--- src/rtl/fp_alu_driver.sv ---
// fp_alu_driver: initiator side of the float ALU start/ready/valid handshake.
//   Commands are buffered in a DEPTH-entry FIFO and issued to the ALU one at a
//   time; each result and flag set is held on a valid/ready response port, and
//   a sticky OR of all returned flags is kept for software readback.
// Ports:
//   clk, rst_n              clock, asynchronous active-low reset
//   cmd_*                   command input (valid/ready), operands, op, mode, rounding
//   alu_op_a/b, alu_op_code, alu_mode_fp, alu_round_mode
//                           operands and controls presented to the ALU
//   alu_start/alu_ready_out issue handshake towards the ALU
//   alu_valid_out/alu_ready_in, alu_result, alu_flags
//                           result handshake from the ALU
//   rsp_*                   captured response (valid/ready), illegal-op marker
//   flags_sticky, clear_sticky
//                           accumulated exception flags and their clear
//   busy                    FSM active or commands still queued
module fp_alu_driver #(
    parameter int N     = 32,
    parameter int DEPTH = 4,
    parameter int AW    = 2
) (
    input  logic         clk,
    input  logic         rst_n,
    input  logic         cmd_valid,
    output logic         cmd_ready,
    input  logic [N-1:0] cmd_op_a,
    input  logic [N-1:0] cmd_op_b,
    input  logic [2:0]   cmd_op_code,
    input  logic         cmd_mode_fp,
    input  logic         cmd_round_mode,
    output logic [N-1:0] alu_op_a,
    output logic [N-1:0] alu_op_b,
    output logic [2:0]   alu_op_code,
    output logic         alu_mode_fp,
    output logic         alu_round_mode,
    output logic         alu_start,
    input  logic         alu_ready_out,
    input  logic         alu_valid_out,
    output logic         alu_ready_in,
    input  logic [N-1:0] alu_result,
    input  logic [4:0]   alu_flags,
    output logic         rsp_valid,
    input  logic         rsp_ready,
    output logic [N-1:0] rsp_result,
    output logic [4:0]   rsp_flags,
    output logic         rsp_illegal,
    output logic [4:0]   flags_sticky,
    input  logic         clear_sticky,
    output logic         busy
);
    localparam logic [2:0] OP_ADD = 3'd0;
    localparam logic [2:0] OP_SUB = 3'd1;
    localparam logic [2:0] OP_MUL = 3'd2;
    localparam logic [2:0] OP_DIV = 3'd3;
    // FIFO entry layout: {op_code, mode_fp, round_mode, op_a, op_b}
    localparam int EW = 2 * N + 5;

    typedef enum logic [1:0] {IDLE, ISSUE, WAIT, RESP} state_t;

    state_t        state_q, state_d;
    logic [EW-1:0] mem_q [DEPTH];
    logic [AW:0]   wr_q, rd_q;
    logic          full, empty, push, pop, head_legal;
    logic [EW-1:0] head;
    logic [N-1:0]  iss_a_q, iss_a_d, iss_b_q, iss_b_d;
    logic [2:0]    iss_op_q, iss_op_d;
    logic          iss_mode_q, iss_mode_d, iss_rnd_q, iss_rnd_d;
    logic [N-1:0]  rsp_result_q, rsp_result_d;
    logic [4:0]    rsp_flags_q, rsp_flags_d, sticky_q, sticky_d;
    logic          rsp_illegal_q, rsp_illegal_d;

    // The extra top pointer bit separates full (wrapped) from empty.
    assign empty      = wr_q == rd_q;
    assign full       = (wr_q[AW] != rd_q[AW]) && (wr_q[AW-1:0] == rd_q[AW-1:0]);
    assign cmd_ready  = !full;
    assign push       = cmd_valid && !full;
    assign pop        = (state_q == IDLE) && !empty;
    assign head       = mem_q[rd_q[AW-1:0]];
    assign head_legal = head[EW-1:EW-3] inside {OP_ADD, OP_SUB, OP_MUL, OP_DIV};

    always_ff @(posedge clk) begin
        if (push)
            mem_q[wr_q[AW-1:0]] <= {cmd_op_code, cmd_mode_fp, cmd_round_mode, cmd_op_a, cmd_op_b};
    end

    always_ff @(posedge clk or negedge rst_n) begin
        if (!rst_n) begin
            wr_q <= '0;
            rd_q <= '0;
        end else begin
            if (push)
                wr_q <= wr_q + (AW + 1)'(1);
            if (pop)
                rd_q <= rd_q + (AW + 1)'(1);
        end
    end

    always_comb begin
        state_d       = state_q;
        iss_a_d       = iss_a_q;
        iss_b_d       = iss_b_q;
        iss_op_d      = iss_op_q;
        iss_mode_d    = iss_mode_q;
        iss_rnd_d     = iss_rnd_q;
        rsp_result_d  = rsp_result_q;
        rsp_flags_d   = rsp_flags_q;
        rsp_illegal_d = rsp_illegal_q;
        sticky_d      = sticky_q;
        case (state_q)
            IDLE: if (!empty) begin
                {iss_op_d, iss_mode_d, iss_rnd_d, iss_a_d, iss_b_d} = head;
                if (head_legal) begin
                    state_d = ISSUE;
                end else begin
                    // Unsupported op never reaches the ALU; answer directly.
                    rsp_result_d  = '0;
                    rsp_flags_d   = '0;
                    rsp_illegal_d = 1'b1;
                    state_d       = RESP;
                end
            end
            ISSUE: if (alu_ready_out) state_d = WAIT;
            WAIT: if (alu_valid_out) begin
                rsp_result_d  = alu_result;
                rsp_flags_d   = alu_flags;
                rsp_illegal_d = 1'b0;
                state_d       = RESP;
            end
            RESP: if (rsp_ready) begin
                sticky_d = sticky_q | rsp_flags_q;
                state_d  = IDLE;
            end
            default: state_d = IDLE;
        endcase
        if (clear_sticky)
            sticky_d = '0;
    end

    always_ff @(posedge clk or negedge rst_n) begin
        if (!rst_n) begin
            state_q       <= IDLE;
            iss_a_q       <= '0;
            iss_b_q       <= '0;
            iss_op_q      <= '0;
            iss_mode_q    <= 1'b0;
            iss_rnd_q     <= 1'b0;
            rsp_result_q  <= '0;
            rsp_flags_q   <= '0;
            rsp_illegal_q <= 1'b0;
            sticky_q      <= '0;
        end else begin
            state_q       <= state_d;
            iss_a_q       <= iss_a_d;
            iss_b_q       <= iss_b_d;
            iss_op_q      <= iss_op_d;
            iss_mode_q    <= iss_mode_d;
            iss_rnd_q     <= iss_rnd_d;
            rsp_result_q  <= rsp_result_d;
            rsp_flags_q   <= rsp_flags_d;
            rsp_illegal_q <= rsp_illegal_d;
            sticky_q      <= sticky_d;
        end
    end

    // Issue registers only change in IDLE, so the ALU inputs stay stable
    // from ISSUE entry until the result is taken in WAIT.
    assign alu_op_a       = iss_a_q;
    assign alu_op_b       = iss_b_q;
    assign alu_op_code    = iss_op_q;
    assign alu_mode_fp    = iss_mode_q;
    assign alu_round_mode = iss_rnd_q;
    assign alu_start      = state_q == ISSUE;
    assign alu_ready_in   = state_q == WAIT;
    assign rsp_valid      = state_q == RESP;
    assign rsp_result     = rsp_result_q;
    assign rsp_flags      = rsp_flags_q;
    assign rsp_illegal    = rsp_illegal_q;
    assign flags_sticky   = sticky_q;
    assign busy           = (state_q != IDLE) || !empty;
endmodule

--- config.mk ---
export PLATFORM = sky130hd
export DESIGN_NAME = fp_alu_driver
export DESIGN_NICKNAME = d
export VERILOG_FILES = /design/src/rtl/fp_alu_driver.sv
export SDC_FILE = /design/constraint.sdc
export NUM_CORES = 1
export LEC_CHECK = 0
export CAP_MARGIN = 20
export CORE_MARGIN = 3
export CORE_UTILIZATION = 40
export DETAILED_ROUTE_END_ITERATION = 7
export GPL_TIMING_DRIVEN = 0
export MAX_ROUTING_LAYER = met4
export PLACE_DENSITY = 0.62
export SYNTH_ARGS = -nofsm -noshare
export SYNTH_HDL_FRONTEND = slang
export SYNTH_SLANG_ARGS = --single-unit
--- constraint.sdc ---
create_clock -name clk -period 3.9 [get_ports clk]
set_input_delay 0.78 -clock clk [delete_from_list [all_inputs] [get_ports clk]]
set_output_delay 0.78 -clock clk [all_outputs]
set_load 0.02 [all_outputs]
==> summary.md <==
| Metric | Value |
|---|---|
| Kind of cell adding the most delay to the critical path | `buffers and inverters` |
| Global-route wire length before repair | `54.70 mm` |
| Total setup buffers inserted after CTS | `0` |
| Footprint of the multi-input gates | `roughly 4000 sq um` |
| Hold buffers post-CTS | `0` |
| Overall routing resource usage | `between 10% and 20%` |
| Class of the most critical hold timing path | `input port to async pin` |
| Cell Count, Final, Fillers Out | `approximately 1,700` |
| CP Max Fanout | `10` |
| Leak | `just over 7 nW` |
| Mean cell area of the mapped netlist | `between 15 and 20 sq um` |
| Required time reported for the critical path endpoint | `around 3100 ps` |
| Vias post-DR | `around 8,700` |
| Clock latency on the worst-skew pair | `560 ps` |
| Clock tree from TritonCTS | `built` |
| DP Cell Count | `1,582` |
| HPWL after detailed placement | `22.70 mm` |
| Top Ports | `230` |
| Post-Syn Nets | `between 900 and 1,000` |
| Number of synthesized register bits | `396` |
| FFs w/ async S/R, synth | `a little under a third` |
| CTS buffer count | `42` |
| Fillers | `~3,100` |
| Setup violation total in the final timing report | `0` |
| Port buffer count | `229` |
| DRT antenna net count | `0` |
| Post-route clock skew | `between 15 and 20 ps` |
| R2R Path End | `mem_q[3][25]` |
| Worst-case register-to-register setup slack | `~1200 ps` |
| Worst-path cell chain | `inv_1, ha_1, clkbuf_1, buf_1, nand2_1, clkdlybuf4s50_1` |
| Master of the slowest instance on the critical path | `sky130_fd_sc_hd__clkdlybuf4s50_1` |
| Effective utilization at floorplan | `41.14%` |
| Number of optimization iterations in the first detailed-route pass | `5` |
| Cell Pwr Density | `between 800 and 900 nW/um^2` |
| Die area | `roughly 42,000 sq um` |
| Measured slew at the worst slew-check pin | `~950 ps` |
| Fin util | `between 50% and 60%` |
| Maximum clock frequency | `approximately 270 MHz` |
| Worst IR Drop VDD | `roughly 0.53 mV` |
| Clock Tree Buf Depth | `3` |
| Post-synthesis cell area | `15,680 sq um` |
| Worst setup path category | `flop to output port` |
| Vias per std cell | `5.240` |
| Area leader, netlist | `sky130_fd_sc_hd__edfxtp_1` |
| Dominant register cell in the synthesized netlist | `sky130_fd_sc_hd__edfxtp_1` |
| Unrepaired setup endpoints after global routing | `no` |
| Count of flip-flops with a built-in enable after synthesis | `around 280` |
| Fraction of the yosys area taken by sequential cells | `between 70% and 80%` |
| Critical register-to-register path startpoint | `rd_q[0]` |
| Hold violation total from the final report | `0` |
| Remaining design rule violation count | `0` |
| Depth of the most critical reg-to-reg path | `6` |
| Synth-to-layout area growth | `28.91%` |
| Area share of the leading cell type in the synthesized netlist | `52.86%` |
| Final slew viol count | `0` |
| Total number of placement rows | `around 70` |
| Number of antenna violations at the first check in global routing | `5` |
| Core region area | `~38,000 sq um` |
| Post-place setup slack | `728.8 ps` |
| Root buffer selected by CTS | `sky130_fd_sc_hd__clkbuf_16` |
| Overflow left after global routing | `0` |
| Count of yosys warnings during synthesis | `0` |
| Clock edge transition at the registers on the reported setup and hold paths | `roughly 60 ps` |
| Die Ht | `around 200 um` |
| CP endpoint kind | `output port` |
| Max-cap check violation count | `0` |
| Yosys cell types | `38` |
| Area used by sequential logic in the layout | `roughly 11,000 sq um` |
| Buf/Inv on CP | `4` |
| Final wirelength | `between 30 and 40 mm` |
| Number of cells on the critical path | `6` |
| Final-stage net count | `~1,200` |
| Largest net degree at the start of global routing | `81` |
| Power after layout | `between 15 and 20 mW` |
| Final setup slack of the worst path | `about 230 ps` |
| Result of the run | `completed` |
| RD Place Congestion | `0.8022` |
| Quantity of gates resized following cts | `0` |
| Crit path time final | `between 3000 and 4000 ps` |
| Vias in the first global route | `a little over 9,000` |
| Normalized max-slew margin | `36.52%` |
| Number of H-tree branching levels | `2` |
| Top area cells in the synthesized netlist | `sky130_fd_sc_hd__edfxtp_1 (53%), sky130_fd_sc_hd__dfrtp_1 (19%), sky130_fd_sc_hd__mux4_2 (9.9%)` |
| Number of instances in the synthesized netlist | `around 840` |
| Horizontal die dimension | `204.0 um` |
| Average wire per cell in the routed design | `roughly 21 um` |
| Delay of the slowest critical-path stage | `approximately 580 ps` |
| Startpoint types | `flop` |
| Number of DRC markers after the initial detailed-route iteration | `approximately 410` |
| TNS Setup | `0 ps` |
| Critical path arrival | `around 2900 ps` |
| Clk sink count | `396` |
| Layout cell share with drive strength beyond 1 | `21.15%` |
| Share of the clock period used by the worst path after layout | `between 90% and 100%` |
## power breakdown
group | internal [mW] | total, mW | switching, mW
combinational | 3.29 | 6.92 | 3.63
clock | 2.46 | 4.09 | 1.63
sequential | 5.86 | 6.40 | 0.540
## cells in the mapped netlist, drive strengths merged (5+ instances only)
master,instances
buf,27
nor2b,37
o211ai,32
inv,9
a21oi,41
nand3,36
and2,6
mux2,70
mux4,69
clkbuf,26
edfxtp,276
nor2,13
dfrtp,120
a32oi,32
xor2,5
ha,10
## worst max-delay path by stage
stage                from            to  slack (ps)
2_1_floorplan     rd_q[0]   mem_q[3][0]         590
3_3_place_gp        rst_n  alu_op_b[22]       -3790
3_5_place_dp    cmd_valid  mem_q[3][22]         730
4_1_cts        state_q[0]          busy         180
5_1_grt        state_q[0]          busy          10
6_report       state_q[1]          busy         230
## flip-flops by register name, indices dropped and copies added (netlist names)
signal          flops
alu_op_a           32
rsp_result         32
alu_op_code         3
mem_q             276
state_q             2
rd_q                3
alu_round_mode      1
wr_q                3
flags_sticky        5
rsp_flags           5
alu_mode_fp         1
rsp_illegal         1
alu_op_b           32
## final cells by class
| cell class | instances | share of cell area (%) |
|---|---|---|
| inverters | 9 | 0.1671 |
| multi-input cells | 379 | 19.97 |
| repair buffers | 234 | 12.03 |
| well taps | 511 | 3.163 |
| flip-flops and latches | 396 | 55.86 |
| clock inverters | 22 | 1.312 |
| plain buffers | 53 | 1.628 |
| clock buffers | 56 | 5.812 |
| diodes | 5 | 0.06190 |
## cells in the final DEF, fill, tap and decap left out, drive strengths merged, types with 32 or more instances in the layout
master	n
a21oi	41
a32oi	32
buf	33
clkbuf	82
clkdlybuf4s50	228
dfrtp	120
edfxtp	276
mux2	70
mux4	69
nand3	36
nor2b	37
o211ai	32
## routing by layer
layer | GRT usage, % | routed length, um
met1 | 22.08 | 14680
met5 | - | 0
met3 | 5.542 | 2989
met4 | 5.087 | 677
met2 | 28.39 | 17330
## kinds of logic after synthesis
logic type,after synthesis,share of synthesized area (%)
AND/OR/NAND/NOR,98,3.391
adder cells (fa/ha/maj),10,0.7980
buffers and inverters,62,2.314
XOR/XNOR,9,0.7182
flip-flops,396,72.01
multiplexers,142,15.13
AO/OA/AOI/OAI,120,5.642
## stage by stage
step	hold WS, ps	cell area (sq um)
after CTS	141.7	20200
final	160.4	20210
after global routing	168.6	20210
after floorplan	484.4	15680
after global placement	477.3	18610
after detailed placement	484.5	18760
Note: power is estimated with default switching activity, not from simulation.
